`src/rtl/draw_player_pkg.sv`:
```
// Shared definitions for the player sprite overlay: geometry, colour key,
// player states, animation frame indices and the pipeline's video bundle.
package draw_player_pkg;

    localparam int PLAYER_W = 32;
    localparam int PLAYER_H = 32;
    localparam int PLAYER_FRAMES = 5;
    localparam logic [11:0] PLAYER_TRANSPARENT = 12'hF0F;

    typedef enum logic [1:0] {
        IDLE   = 2'd0,
        CHARGE = 2'd1,
        JUMP   = 2'd2,
        FALL   = 2'd3
    } player_state_t;

    localparam logic [2:0] FR_IDLE0  = 3'd0;
    localparam logic [2:0] FR_IDLE1  = 3'd1;
    localparam logic [2:0] FR_CHARGE = 3'd2;
    localparam logic [2:0] FR_JUMP   = 3'd3;
    localparam logic [2:0] FR_FALL   = 3'd4;

    typedef struct packed {
        logic [11:0] vcount;
        logic [11:0] hcount;
        logic        vsync;
        logic        hsync;
        logic        vblnk;
        logic        hblnk;
        logic [11:0] rgb;
    } vga_sig_t;

    // Built-in sprite sheet pattern: colour encodes frame/row/column, frame 0
    // is fully opaque and the bottom row of every other frame is the colour key.
    function automatic logic [11:0] player_art(input logic [12:0] addr);
        logic [11:0] px;
        if (addr[12:10] != 3'd0 && addr[9:5] == 5'd31) begin
            px = PLAYER_TRANSPARENT;
        end else begin
            px = {addr[12:10], addr[8:5], addr[4:0]};
        end
        return px;
    endfunction

endpackage

```
`src/rtl/vga_if.sv`:
```
// VGA pipeline bundle: timing counters, sync/blank strobes and pixel colour.
interface vga_if;
    logic [11:0] vcount;
    logic [11:0] hcount;
    logic        vsync;
    logic        hsync;
    logic        vblnk;
    logic        hblnk;
    logic [11:0] rgb;

    modport in  (input  vcount, hcount, vsync, hsync, vblnk, hblnk, rgb);
    modport out (output vcount, hcount, vsync, hsync, vblnk, hblnk, rgb);
endinterface

```
`src/rtl/player_rom.sv`:
```
// Player sprite sheet: frames stacked by frame index, rows of SPRITE_W pixels,
// combinational read.
module player_rom
    import draw_player_pkg::*;
#(
    parameter int DEPTH = PLAYER_FRAMES * PLAYER_W * PLAYER_H
) (
    input  logic [12:0] addr_i,
    output logic [11:0] data_o
);

    assign data_o = (int'(addr_i) < DEPTH) ? player_art(addr_i) : PLAYER_TRANSPARENT;

endmodule

```
`src/rtl/draw_player.sv`:
```
// Player overlay stage: samples position/state/facing once per frame at the
// start of vertical blanking and overlays the animated, mirrorable sprite.
module draw_player
    import draw_player_pkg::*;
#(
    parameter int          SPRITE_W        = PLAYER_W,
    parameter int          SPRITE_H        = PLAYER_H,
    parameter int          NUM_FRAMES      = PLAYER_FRAMES,
    parameter int          ANIM_PERIOD     = 15,
    parameter logic [11:0] TRANSPARENT_RGB = PLAYER_TRANSPARENT
) (
    input  logic        clk,
    input  logic        rst,
    input  logic [11:0] pos_x,
    input  logic [11:0] pos_y,
    input  logic [1:0]  state,
    input  logic        facing,
    vga_if.in           vga_in,
    vga_if.out          vga_out
);

    localparam int CW = $clog2(SPRITE_W);
    localparam int RW = $clog2(SPRITE_H);

    logic          vblnk_prev_q;
    logic          frame_start;
    logic [11:0]   sx_q, sy_q;
    player_state_t sst_q;
    logic          sface_q;
    logic          valid_q;
    logic [3:0]    anim_cnt_q;
    logic          idle_phase_q;

    logic [2:0]    frame_idx;
    logic [12:0]   dx, dy;
    logic [CW-1:0] col;
    logic [12:0]   addr_d, addr_q;
    logic          in_box_d, in_box_q;
    logic [11:0]   pix;
    vga_sig_t      s1_d, s1_q, s2_d, s2_q;

    assign frame_start = vga_in.vblnk && !vblnk_prev_q;

    // Idle animation only advances across frames already shown as IDLE, so a
    // fresh IDLE spell always begins on frame 0 for a full period.
    always_ff @(posedge clk) begin
        if (rst) begin
            vblnk_prev_q <= 1'b0;
            sx_q         <= '0;
            sy_q         <= '0;
            sst_q        <= IDLE;
            sface_q      <= 1'b0;
            valid_q      <= 1'b0;
            anim_cnt_q   <= '0;
            idle_phase_q <= 1'b0;
        end else begin
            vblnk_prev_q <= vga_in.vblnk;
            if (frame_start) begin
                sx_q    <= pos_x;
                sy_q    <= pos_y;
                sst_q   <= player_state_t'(state);
                sface_q <= facing;
                valid_q <= 1'b1;
                if (player_state_t'(state) != IDLE) begin
                    anim_cnt_q   <= '0;
                    idle_phase_q <= 1'b0;
                end else if (valid_q && sst_q == IDLE) begin
                    if (anim_cnt_q == 4'(ANIM_PERIOD - 1)) begin
                        anim_cnt_q   <= '0;
                        idle_phase_q <= ~idle_phase_q;
                    end else begin
                        anim_cnt_q <= anim_cnt_q + 4'd1;
                    end
                end
            end
        end
    end

    always_comb begin
        frame_idx = FR_IDLE0;
        unique case (sst_q)
            IDLE:   frame_idx = idle_phase_q ? FR_IDLE1 : FR_IDLE0;
            CHARGE: frame_idx = FR_CHARGE;
            JUMP:   frame_idx = FR_JUMP;
            FALL:   frame_idx = FR_FALL;
        endcase
    end

    // A 13-bit difference of 12-bit values goes "negative" (huge) when the beam
    // is left of/above the sprite, so one unsigned compare covers both bounds.
    assign dx = {1'b0, vga_in.hcount} - {1'b0, sx_q};
    assign dy = {1'b0, vga_in.vcount} - {1'b0, sy_q};

    always_comb begin
        in_box_d = valid_q && !vga_in.hblnk && !vga_in.vblnk
                   && (dx < 13'(SPRITE_W)) && (dy < 13'(SPRITE_H));
        col      = sface_q ? CW'(SPRITE_W - 1) - dx[CW-1:0] : dx[CW-1:0];
        addr_d   = 13'(frame_idx) * 13'(SPRITE_W * SPRITE_H)
                   + 13'(dy[RW-1:0]) * 13'(SPRITE_W) + 13'(col);
    end

    assign s1_d = '{vcount: vga_in.vcount, hcount: vga_in.hcount,
                    vsync:  vga_in.vsync,  hsync:  vga_in.hsync,
                    vblnk:  vga_in.vblnk,  hblnk:  vga_in.hblnk,
                    rgb:    vga_in.rgb};

    player_rom #(
        .DEPTH (NUM_FRAMES * SPRITE_W * SPRITE_H)
    ) u_rom (
        .addr_i (addr_q),
        .data_o (pix)
    );

    always_comb begin
        s2_d = s1_q;
        if (in_box_q && pix != TRANSPARENT_RGB) begin
            s2_d.rgb = pix;
        end
    end

    always_ff @(posedge clk) begin
        if (rst) begin
            s1_q     <= '0;
            addr_q   <= '0;
            in_box_q <= 1'b0;
            s2_q     <= '0;
        end else begin
            s1_q     <= s1_d;
            addr_q   <= addr_d;
            in_box_q <= in_box_d;
            s2_q     <= s2_d;
        end
    end

    assign vga_out.vcount = s2_q.vcount;
    assign vga_out.hcount = s2_q.hcount;
    assign vga_out.vsync  = s2_q.vsync;
    assign vga_out.hsync  = s2_q.hsync;
    assign vga_out.vblnk  = s2_q.vblnk;
    assign vga_out.hblnk  = s2_q.hblnk;
    assign vga_out.rgb    = s2_q.rgb;

endmodule

```
`src/flat_wrapper.sv`:
```
// flat-port wrapper written by rule: the top's interface ports become plain ports
module draw_player_flat import draw_player_pkg::*;
#(
    parameter int          SPRITE_W        = PLAYER_W,
    parameter int          SPRITE_H        = PLAYER_H,
    parameter int          NUM_FRAMES      = PLAYER_FRAMES,
    parameter int          ANIM_PERIOD     = 15,
    parameter logic [11:0] TRANSPARENT_RGB = PLAYER_TRANSPARENT
)
  (clk, rst, pos_x, pos_y, state, facing, vga_in_vcount, vga_in_hcount, vga_in_vsync, vga_in_hsync, vga_in_vblnk, vga_in_hblnk, vga_in_rgb, vga_out_vcount, vga_out_hcount, vga_out_vsync, vga_out_hsync, vga_out_vblnk, vga_out_hblnk, vga_out_rgb);
  vga_if vga_in_i ();
  vga_if vga_out_i ();
  input  logic clk;
  input  logic rst;
  input  logic [11:0] pos_x;
  input  logic [11:0] pos_y;
  input  logic [1:0] state;
  input  logic facing;
  input wire logic [$bits(vga_in_i.vcount)-1:0] vga_in_vcount;
  input wire logic [$bits(vga_in_i.hcount)-1:0] vga_in_hcount;
  input wire logic [$bits(vga_in_i.vsync)-1:0] vga_in_vsync;
  input wire logic [$bits(vga_in_i.hsync)-1:0] vga_in_hsync;
  input wire logic [$bits(vga_in_i.vblnk)-1:0] vga_in_vblnk;
  input wire logic [$bits(vga_in_i.hblnk)-1:0] vga_in_hblnk;
  input wire logic [$bits(vga_in_i.rgb)-1:0] vga_in_rgb;
  output wire logic [$bits(vga_out_i.vcount)-1:0] vga_out_vcount;
  output wire logic [$bits(vga_out_i.hcount)-1:0] vga_out_hcount;
  output wire logic [$bits(vga_out_i.vsync)-1:0] vga_out_vsync;
  output wire logic [$bits(vga_out_i.hsync)-1:0] vga_out_hsync;
  output wire logic [$bits(vga_out_i.vblnk)-1:0] vga_out_vblnk;
  output wire logic [$bits(vga_out_i.hblnk)-1:0] vga_out_hblnk;
  output wire logic [$bits(vga_out_i.rgb)-1:0] vga_out_rgb;
  assign vga_in_i.vcount = vga_in_vcount;
  assign vga_in_i.hcount = vga_in_hcount;
  assign vga_in_i.vsync = vga_in_vsync;
  assign vga_in_i.hsync = vga_in_hsync;
  assign vga_in_i.vblnk = vga_in_vblnk;
  assign vga_in_i.hblnk = vga_in_hblnk;
  assign vga_in_i.rgb = vga_in_rgb;
  assign vga_out_vcount = vga_out_i.vcount;
  assign vga_out_hcount = vga_out_i.hcount;
  assign vga_out_vsync = vga_out_i.vsync;
  assign vga_out_hsync = vga_out_i.hsync;
  assign vga_out_vblnk = vga_out_i.vblnk;
  assign vga_out_hblnk = vga_out_i.hblnk;
  assign vga_out_rgb = vga_out_i.rgb;
  draw_player #(.SPRITE_W(SPRITE_W), .SPRITE_H(SPRITE_H), .NUM_FRAMES(NUM_FRAMES), .ANIM_PERIOD(ANIM_PERIOD), .TRANSPARENT_RGB(TRANSPARENT_RGB)) u_core (.clk(clk), .rst(rst), .pos_x(pos_x), .pos_y(pos_y), .state(state), .facing(facing), .vga_in(vga_in_i), .vga_out(vga_out_i));
endmodule
```
`config.mk`:
```
export PLATFORM = sky130hd
export DESIGN_NAME = draw_player_flat
export DESIGN_NICKNAME = d
export VERILOG_FILES = /design/src/rtl/draw_player_pkg.sv /design/src/rtl/vga_if.sv /design/src/rtl/player_rom.sv /design/src/rtl/draw_player.sv /design/src/flat_wrapper.sv
export SDC_FILE = /design/constraint.sdc
export NUM_CORES = 1
export LEC_CHECK = 0
export ABC_CLOCK_PERIOD_IN_PS = 2300
export CORE_ASPECT_RATIO = 0.5
export CORE_MARGIN = 8
export CORE_UTILIZATION = 46
export DETAILED_ROUTE_END_ITERATION = 8
export HOLD_SLACK_MARGIN = 0.08
export PLACE_DENSITY = 0.77
export SLEW_MARGIN = 20
export SYNTH_ARGS = -nofsm -noshare
export SYNTH_HDL_FRONTEND = slang
export SYNTH_SLANG_ARGS = --single-unit
```
`constraint.sdc`:
```
create_clock -name clk -period 2.3 [get_ports clk]
set_input_delay 0.46 -clock clk [delete_from_list [all_inputs] [get_ports clk]]
set_output_delay 0.46 -clock clk [all_outputs]
set_load 0.005 [all_outputs]
```
Word-level counts from Yosys, hierarchy flattened
Cells that the tools add are included.
- add/sub/neg operators: 6
- $lt $le $gt $ge: 3
- eq/ne operators: 6
- multiplexer cells: 12
- bitwise gates (word level): 1
- reduce and logical (&&, ||, !) cells: 18
- operators by type and width (kind ; count):
    $mux W12 ; 3
    $lt A13 B6 Y1 const B ; 2
    $sub A12 B12 Y13 ; 2
    $add A13 B10 Y13 ; 1
    $add A13 B5 Y13 ; 1
    $lt A13 B13 Y1 const B ; 1
    $mux W4 ; 3
    $ne A12 B12 Y1 const B ; 1
    $pmux W3 S4 ; 1
    $logic_and A1 B1 Y1 ; 8
    $reduce_bool A2 Y1 ; 3
    $eq A5 B5 Y1 const B ; 1
    $mux W5 ; 1
    $sub A5 B5 Y5 const A ; 1
    $add A4 B1 Y4 const B ; 1
    $eq A2 B2 Y1 const B ; 2
    $eq A4 B4 Y1 const B ; 1
    $mux W1 ; 4
    $logic_not A1 Y1 ; 3
    $reduce_and A3 Y1 ; 1
    $reduce_bool A3 Y1 ; 1
    $eq A2 B1 Y1 const B ; 1
    $logic_not A2 Y1 ; 1
    $reduce_and A2 Y1 ; 1
    $not A1 Y1 ; 1
- register bits: 127
- bits of input ports: 69
- output and inout port bits: 40
- word-level logic and storage cells: 69

Longest topological paths before layout
Gate-level depths: netlist of run 1.
- word-level depth: 7
- depth in mapped cells: 10
- mapped depth without buffers: 10

Cells and area by module
From an unflattened synthesis of run 1, not the netlist that was laid out.
- cell total of the unflattened synthesis: 590
- area total of the unflattened synthesis: 5303.8 um^2
- modules (own cells, without submodules) (module ; instances ; cells an instance ; area an instance (um^2) ; sequential area each (um^2)):
    draw_player ; 1 ; 563 ; 5134.9 ; 2542.4
    player_rom ; 1 ; 27 ; 168.9 ; 0.0

Worst setup path after synthesis of run 1
Ideal clock, no wire load.
- path kind: input to register
- from: input port vga_in_vcount[6]
- to: register u_core.in_box_q
- setup time: 0.088 ns
- arrival: 2.258 ns
- data required time: 2.212 ns
- setup slack: -0.046 ns
- stages on the path: 7
- path buffers: 0
- path through: ha_1 -> or4_1 -> o22ai_1 -> mux2_2 -> nor4_2 -> nand4_1 -> nor4_2
- cells in the longest elaborated chain, start to end: 3
- RTL lines (element ; RTL line ; text):
    start, declared ; flat_wrapper.sv:19 ; input wire logic [$bits(vga_in_i.vcount)-1:0] vga_in_vcount;
    $sub A12 B12 Y13 ; draw_player.sv:92 ; assign dy = {1'b0, vga_in.vcount} - {1'b0, sy_q};
    $lt A13 B6 Y1 ; draw_player.sv:96 ; && (dx < 13'(SPRITE_W)) && (dy < 13'(SPRITE_H));
    $logic_and A1 B1 Y1 ; draw_player.sv:96 ;
    end signal, assigned ; draw_player.sv:130 ; in_box_q <= in_box_d;
    end, declared ; draw_player.sv:38 ; logic in_box_d, in_box_q;
No other way between the ends.
A chain may end at the register's enable or synchronous reset.

Final worst setup path of run 1
- from: register u_core.sy_q[1]
- to: register u_core.in_box_q
- cells in the longest elaborated chain, start to end: 3
- RTL lines (element ; RTL line ; text):
    start, declared ; draw_player.sv:27 ; logic [11:0] sx_q, sy_q;
    start signal, assigned ; draw_player.sv:60 ; sy_q <= pos_y;
    $sub A12 B12 Y13 ; draw_player.sv:92 ;
    $lt A13 B6 Y1 ; draw_player.sv:96 ;
    $logic_and A1 B1 Y1 ; draw_player.sv:96 ;
No other way between the ends.

==> results of run 1 <==
==> logic make-up (layout without fill, tap and decap cells) <==
kind of cell | count (synthesis) | count (layout) | share of synthesized area (%)
adders and majority gates | 32 | 32 | 8.03
and+or+nand+nor | 223 | 223 | 22.0
muxes | 15 | 15 | 2.95
DFF | 127 | 127 | 49.1
xor gates and xnor gates | 17 | 17 | 2.88
AOI/OAI and AO/OA | 87 | 87 | 10.5
buffers and inverters | 62 | 239 | 4.55
==> final cells by class <==
class	count	area [um^2]	share of cell area (%)
Multi-Input combinational cell	374	2560	34.0
Sequential cell	127	2550	33.8
Timing Repair Buffer	168	1530	20.3
Clock buffer	18	439	5.83
Tap cell	145	181	2.41
Inverter	39	146	1.94
Clock inverter	14	130	1.73
==> layout by cell type, fill, tap and decap left out, drive strengths merged, types with 4 or more instances in the layout <==
master	count
dlygate4sd2	5
buf	61
a21oi	42
nor2b	73
clkinv	6
nand2	69
o21ai	11
mux2i	13
nor2	42
inv	44
nand4	4
clkdlybuf4s50	98
o21a	4
dfxtp	127
clkbuf	18
nor3	5
xnor2	9
ha	30
nor4	4
dlymetal6s2s	4
xor2	8
nand2b	9
o22ai	4
==> how the worst min path moves through the flow <==
| stage | endpoint | from | slack [ns] | cells past startpoint |
|---|---|---|---|---|
| final | u_core.s1_q[31]$_SDFF_PP0_ | vga_in_vcount[3] | 0.31 | 2 |
| after global routing | u_core.s1_q[30]$_SDFF_PP0_ | vga_in_vcount[2] | 0.32 | 2 |
| after CTS | u_core.s1_q[16]$_SDFF_PP0_ | vga_in_hcount[0] | 0.42 | 3 |
| after detailed placement | u_core.vga_out.vcount[1]$_SDFF_PP0_ | u_core.s1_q[29]$_SDFF_PP0_ | 0.42 | 1 |
| after global placement | u_core.vga_out.vsync$_SDFF_PP0_ | u_core.s1_q[15]$_SDFF_PP0_ | 0.42 | 1 |
| after floorplan | u_core.vga_out.hblnk$_SDFF_PP0_ | u_core.s1_q[12]$_SDFF_PP0_ | 0.41 | 1 |
==> per-stage QoR <==
stage,hold slack [ns],area [um^2]
floorplan,0.414,5180
global placement,0.416,6730
detailed placement,0.423,6730
CTS,0.416,7390
global route,0.322,7540
finish,0.312,7540
==> per-layer routing <==
metal | up-vias | share of wire, %
met3 | 26 | 5.3
met1 | 1976 | 45
met4 | 0 | 1.9
li1 | 2189 | -
met2 | 112 | 48
met5 | - | 0
==> registers in the layout (all words and copies together), names as in the netlist <==
register / count
u_core.sface_q: 1
u_core.vga_out.vsync: 1
u_core.sst_q: 2
u_core.sx_q: 12
u_core.addr_q: 13
u_core.valid_q: 1
u_core.vga_out.hcount: 12
u_core.vga_out.vcount: 12
u_core.vga_out.rgb: 12
u_core.vga_out.hsync: 1
u_core.in_box_q: 1
u_core.anim_cnt_q: 4
u_core.s1_q: 40
u_core.vga_out.hblnk: 1
u_core.vga_out.vblnk: 1
u_core.idle_phase_q: 1
u_core.sy_q: 12
==> synth_stat cells, drive strengths merged (2+ instances only) <==
library cell / number
dfxtp: 127
nor2b: 73
nand2: 69
a21oi: 42
nor2: 42
inv: 39
ha: 30
clkbuf: 18
mux2i: 13
o21ai: 11
nand2b: 9
xnor2: 9
xor2: 8
buf: 5
nor3: 5
nand4: 4
nor4: 4
o21a: 4
o22ai: 4
a21o: 3
a31oi: 3
and3: 3
nand3: 3
o211ai: 3
or2: 3
a211oi: 2
fa: 2
mux2: 2
nand3b: 2
o2111ai: 2
o221ai: 2
==> report_power, final <==
| group | leakage (nW) | total (mW) | switching, mW | internal (mW) |
|---|---|---|---|---|
| registers | 1.05 | 2.37 | 0.0511 | 2.32 |
| logic | 1.86 | 0.934 | 0.428 | 0.507 |
| clock network | 0.278 | 2.55 | 1.02 | 1.53 |
==> timing repair <==
item	in CTS	in global routing
buffers inserted	6	5
gates resized for setup	22	24
setup endpoints to repair	1	2
pin swaps	18	20
==> run_results.csv, run 1 <==
group,metric,value,unit
logic_synthesis,synth.top_cell.area_share,49.1,%
placed_design,gp_congestion,0.938,
worst_setup_path,cp-endpoint,"u_core.in_box_q$_SDFF_PP0_",
worst_setup_path,critPathArrivalTime,2.59,ns
placed_design,port-buffer-count,108,
timing,worst_slew_pin_slew,0.758,ns
timing,finClkSkew,0.0100,ns
clock_tree,cts-htree-levels,4,
worst_setup_path,worstPathMaxFanout,2,
routing,drt-total-wl,13100,um
final_layout,nNetsFinal,828,
routing,drt-pass1-iter-count,5,
final_layout,synthToLayoutAreaGrowth,45.7,%
final_layout,stdcell_count,885,
worst_setup_path,path_buf_inv,1,
pwr,finalPower,5.86,mW
timing,final-setup-viol-count,0,
worst_setup_path,crit_path_cell_trace,"inv_2 -> ha_4 -> nor2b_4 -> o31a_1 -> o22ai_4 -> mux2_4 -> nor4_2 -> nand4_1 -> nor4_2",
timing,max_slew_margin,49.5,%
grt,gr-total-overflow,0,
worst_setup_path,r2r-end,"u_core.in_box_q$_SDFF_PP0_",
worst_setup_path,crit_path_end_kind,"register",
worst_setup_path,path_delay_family,"simple AND/OR/NAND/NOR gates",
timing,period_share,98.4,%
timing,fin_crit,2.26,ns
worst_setup_path,critical-path-max-stage-delay,0.34,ns
floorplanning,die_h,91.0,um
worst_setup_path,r2r_slack,0.04,ns
pwr,p_per_area,777,nW/um^2
routing,drtIter0Drc,231,
floorplanning,dieWidth,166,um
min_path,hold_path_class,"primary input to register",
routing,antenna_left,0,
floorplanning,start_util,47.1,%
floorplanning,ios,109,
clock_tree,clockRootBuffer,"clkbuf_16",
logic_synthesis,yosysTopAreaCell,"dfxtp_1",
grt,use_met2,28.6,%
worst_setup_path,cpMaxStageDelayCell,"dfxtp_2",
logic_synthesis,synthTopCellsByArea,"dfxtp_1 (49%), nor2b_1 (8.8%), ha_1 (7.3%)",
logic_synthesis,syn_nets,664,
status,status,"completed",
grt,grtUsageMet1,20.6,%
grt,grt_usage,17.2,%
final_layout,antenna_cells,0,
clock_tree,cts.sinks,127,
logic_synthesis,synth-async-reset-ratio,0,%
routing,vias_per_cell,4.86,
floorplanning,die-area,15100,um^2
pwr,peakVddDrop,0.429,mV
grt,grt_pass1_wl,21200,um
routing,wire_per_inst,14.8,um
routing,drc,0,
clock_tree,numCtsBuffers,17,
job,drv_cap,0,
timing,finalSetupTns,0,ns
logic_synthesis,synth_cell_types,51,
grt,grt_max_degree,79,
clock_tree,cts_tree,"done",
clock_tree,cts.clk_slew.worst_paths,0.06,ns
final_layout,layout-drive-gt1-share,18.0,%
logic_synthesis,synth.avg_cell_area,9.19,um^2
logic_synthesis,ys_seq_area_share,49.1,%
logic_synthesis,synth_edf_count,0,
clock_tree,insertion_delay,0.42,ns
placed_design,placed_cells,842,
final_layout,fin_util,68.6,%
timing,layout_setup_ws,0.0357,ns
worst_setup_path,timing.critical_path.mode_cell,"nor4_2",
floorplanning,rows,27,
worst_setup_path,crit_path_start,"u_core.sy_q[1]$_SDFFE_PP0P_",
logic_synthesis,syn_area,5170,um^2
timing,fmax,442,MHz
placed_design,pre_cts_ws,-0.622,ns
timing,rsz0062_at_grt,"true",
final_layout,fill_cells,825,
logic_synthesis,synth_ff_type,"dfxtp_1",
pwr,leakage,3.19,nW
routing,dr_total_vias,4303,
placed_design,hpwl,9070,um
grt,antenna_found_initial,0,
worst_setup_path,rr_startpoint,"u_core.sy_q[1]$_SDFFE_PP0P_",
clock_tree,clockBufferDepth,2,
grt,grt_pass1_vias,4337,
worst_setup_path,crit_type,"register to register",
worst_setup_path,rr_worst_depth,9,
grt,grt_use_met3,5.40,%
logic_synthesis,ys_seq_elements,127,
worst_setup_path,required,2.63,ns
grt,top_usage_layer,"met2",
logic_synthesis,synthCells,563,
clock_tree,hold_buffers,0,
worst_setup_path,startpoint_type,"register",
floorplanning,design.core.area,11000,um^2
timing,finalMaxSlewViolations,0,
timing,hold_violations,0,
logic_synthesis,yosys_warnings,0,
worst_setup_path,crit_cells,9,
(Power assumes the default switching activity.)
==> run 2: changes to the inputs <==
--- a/config.mk
+++ b/config.mk
@@ -8,10 +8,11 @@
 export ABC_CLOCK_PERIOD_IN_PS = 2300
 export CORE_ASPECT_RATIO = 0.5
 export CORE_MARGIN = 8
-export CORE_UTILIZATION = 46
+export CORE_UTILIZATION = 48
+export CTS_BUF_LIST = sky130_fd_sc_hd__clkbuf_2
 export DETAILED_ROUTE_END_ITERATION = 8
 export HOLD_SLACK_MARGIN = 0.08
-export PLACE_DENSITY = 0.77
+export PLACE_DENSITY = 0.8
 export SLEW_MARGIN = 20
 export SYNTH_ARGS = -nofsm -noshare
 export SYNTH_HDL_FRONTEND = slang
==> run_results.csv, run 2 (same netlist as run 1, synthesis figures left out) <==
group,metric,value,unit
routing,drt-total-wl,12800,um
routing,dr_total_vias,4226,
timing,layout_setup_ws,0.0782,ns
clock_tree,clockRootBuffer,"clkbuf_2",
timing,finClkSkew,0.0346,ns
floorplanning,die_h,89.4,um
grt,grt_pass1_wl,20400,um
final_layout,top_register,"u_core.s1_q",
placed_design,hpwl,9550,um
grt,antenna_found_initial,3,
worst_setup_path,startpoint_type,"register",
placed_design,port-buffer-count,108,
worst_setup_path,crit_type,"register to register",
worst_setup_path,worstPathMaxFanout,2,
final_layout,antenna_cells,0,
min_path,worstHoldEndpoint,"u_core.s1_q[5]$_SDFF_PP0_",
worst_setup_path,crit_path_end_kind,"register",
timing,fin_crit,2.22,ns
placed_design,gp_congestion,0.859,
worst_setup_path,r2r-end,"u_core.in_box_q$_SDFF_PP0_",
worst_setup_path,critPathArrivalTime,2.82,ns
final_layout,synthToLayoutAreaGrowth,38.2,%
grt,grt_pass1_vias,4249,
final_layout,layout_common_cells,"dfxtp_1 (120), clkdlybuf4s50_1 (107), nor2b_1 (70)",
placed_design,pre_cts_ws,-0.669,ns
final_layout,fill_cells,810,
timing,final-setup-viol-count,0,
timing,finalSetupTns,0,ns
worst_setup_path,timing.critical_path.mode_cell,"nor4_2",
worst_setup_path,rr_startpoint,"u_core.sy_q[6]$_SDFFE_PP0P_",
clock_tree,cts.sinks,127,
timing,rsz0062_at_grt,"true",
timing,hold_violations,0,
final_layout,largest_reg_flops,40,
grt,grt_usage,17.8,%
final_layout,nNetsFinal,827,
worst_setup_path,cpMaxStageDelayCell,"or4_4",
routing,vias_per_cell,4.81,
grt,gr-total-overflow,0,
final_layout,final_common_cell,"dfxtp_1",
routing,antenna_left,0,
clock_tree,cts_tree,"done",
pwr,p_per_area,678,nW/um^2
clock_tree,cts-htree-levels,4,
timing,max_slew_margin,45.6,%
final_layout,layout-drive-gt1-share,16.8,%
floorplanning,rows,26,
timing,fmax,450,MHz
routing,wire_per_inst,14.6,um
worst_setup_path,required,2.90,ns
timing,worst_slew_pin_slew,0.816,ns
worst_setup_path,r2r_slack,0.08,ns
job,drv_cap,0,
clock_tree,numCtsBuffers,17,
timing,period_share,96.6,%
min_path,hold_path_class,"primary input to register",
grt,grt_max_degree,85,
worst_setup_path,crit_path_cell_trace,"inv_1 -> ha_1 -> or4_4 -> o22ai_4 -> mux2_4 -> nor4_2 -> nand4_1 -> nor4_2",
min_path,hold_depth,2,
pwr,peakVddDrop,0.316,mV
timing,finalMaxSlewViolations,0,
clock_tree,cts.clk_slew.worst_paths,0.22,ns
status,status,"completed",
clock_tree,clockBufferDepth,2,
worst_setup_path,critical-path-max-stage-delay,0.54,ns
floorplanning,ios,109,
pwr,leakage,3.01,nW
floorplanning,start_util,50.0,%
final_layout,reg.largest.list,"u_core.s1_q x40, u_core.addr_q x13",
routing,drtIter0Drc,240,
floorplanning,die-area,14600,um^2
routing,drt-pass1-iter-count,4,
floorplanning,dieWidth,163,um
floorplanning,design.core.area,10300,um^2
timing,hold_ws,0.299,ns
min_path,worstHoldStart,"vga_in_rgb[5]",
clock_tree,insertion_delay,0.68,ns
worst_setup_path,rr_worst_depth,8,
routing,drc,0,
==> run 2: cell types whose count changed in the layout (fill, tap and decap cells not counted), sizes merged <==
cell and change:
inv +3, buf -1, clkdlybuf4s50 +9, clkbuf -1, clkinv -5, dlymetal6s2s -4, bufinv +2, dlygate4sd2 -5
clkinvlp +1
==> run 2: final cells by class <==
cell class / instances / area, um^2 / area share (%)
flip-flops and latches: 127 / 2550 / 35.7
multi-input cells: 374 / 2470 / 34.6
repair buffers: 167 / 1520 / 21.3
clock inverters: 15 / 199 / 2.78
well taps: 140 / 175 / 2.45
inverters: 39 / 146 / 2.05
clock buffers: 17 / 85.1 / 1.19
==> run 2: metrics by stage <==
step	util [%]	total power, mW	area [um^2]	cells
floorplan	-	2.85	5180	563
global placement	65.5	3.25	6780	845
detailed placement	65.5	3.27	6780	845
CTS	68.4	4.85	7070	878
global route	69.1	5.10	7150	879
finish	69.1	4.85	7150	879
==> run 2: what timing repair did <==
action,in CTS,in global routing
pin swaps,4,7
setup buffers,1,1
endpoints found under the setup margin,1,1
gates resized for setup,2,18
hold buffers,0,0
==> run 2: worst max path at each step <==
stage | startpoint | endpoint | slack (ns) | cells after the start
floorplan | vga_in_hcount[0] | u_core.in_box_q$_SDFF_PP0_ | 0.003 | 10
global placement | vga_in_hcount[0] | u_core.in_box_q$_SDFF_PP0_ | -0.61 | 11
detailed placement | vga_in_hcount[0] | u_core.in_box_q$_SDFF_PP0_ | -0.67 | 11
CTS | u_core.sy_q[0]$_SDFFE_PP0P_ | u_core.in_box_q$_SDFF_PP0_ | 0.01 | 9
global route | u_core.sy_q[2]$_SDFFE_PP0P_ | u_core.in_box_q$_SDFF_PP0_ | -0.09 | 10
finish | u_core.sy_q[6]$_SDFFE_PP0P_ | u_core.in_box_q$_SDFF_PP0_ | 0.08 | 8
==> run 2: worst max-delay path, delay by kind of cell, from the launching register on <==
family	cells	cell delay, ns
adders and majority gates	1	0.19
AOI/OAI and AO/OA	1	0.14
DFF	1	0.37
and+or+nand+nor	4	1.08
buffers and inverters	1	0.04
muxes	1	0.33
==> run 2: routing by layer <==
| layer | track usage, % | wire [um] | up-vias |
|---|---|---|---|
| li1 | - | - | 2175 |
| met1 | 21.8 | 5720 | 1927 |
| met2 | 29.2 | 5930 | 94 |
| met3 | 6.25 | 942 | 24 |
| met4 | 5.62 | 167 | 6 |
| met5 | 0 | 29 | - |
==> run 2: power by group <==
group | internal, mW | switching [mW] | leakage [nW] | total, mW
combinational | 0.488 | 0.407 | 1.80 | 0.895
clock | 0.647 | 0.934 | 0.158 | 1.58
sequential | 2.32 | 0.0490 | 1.05 | 2.37
total | 3.46 | 1.39 | 3.01 | 4.85
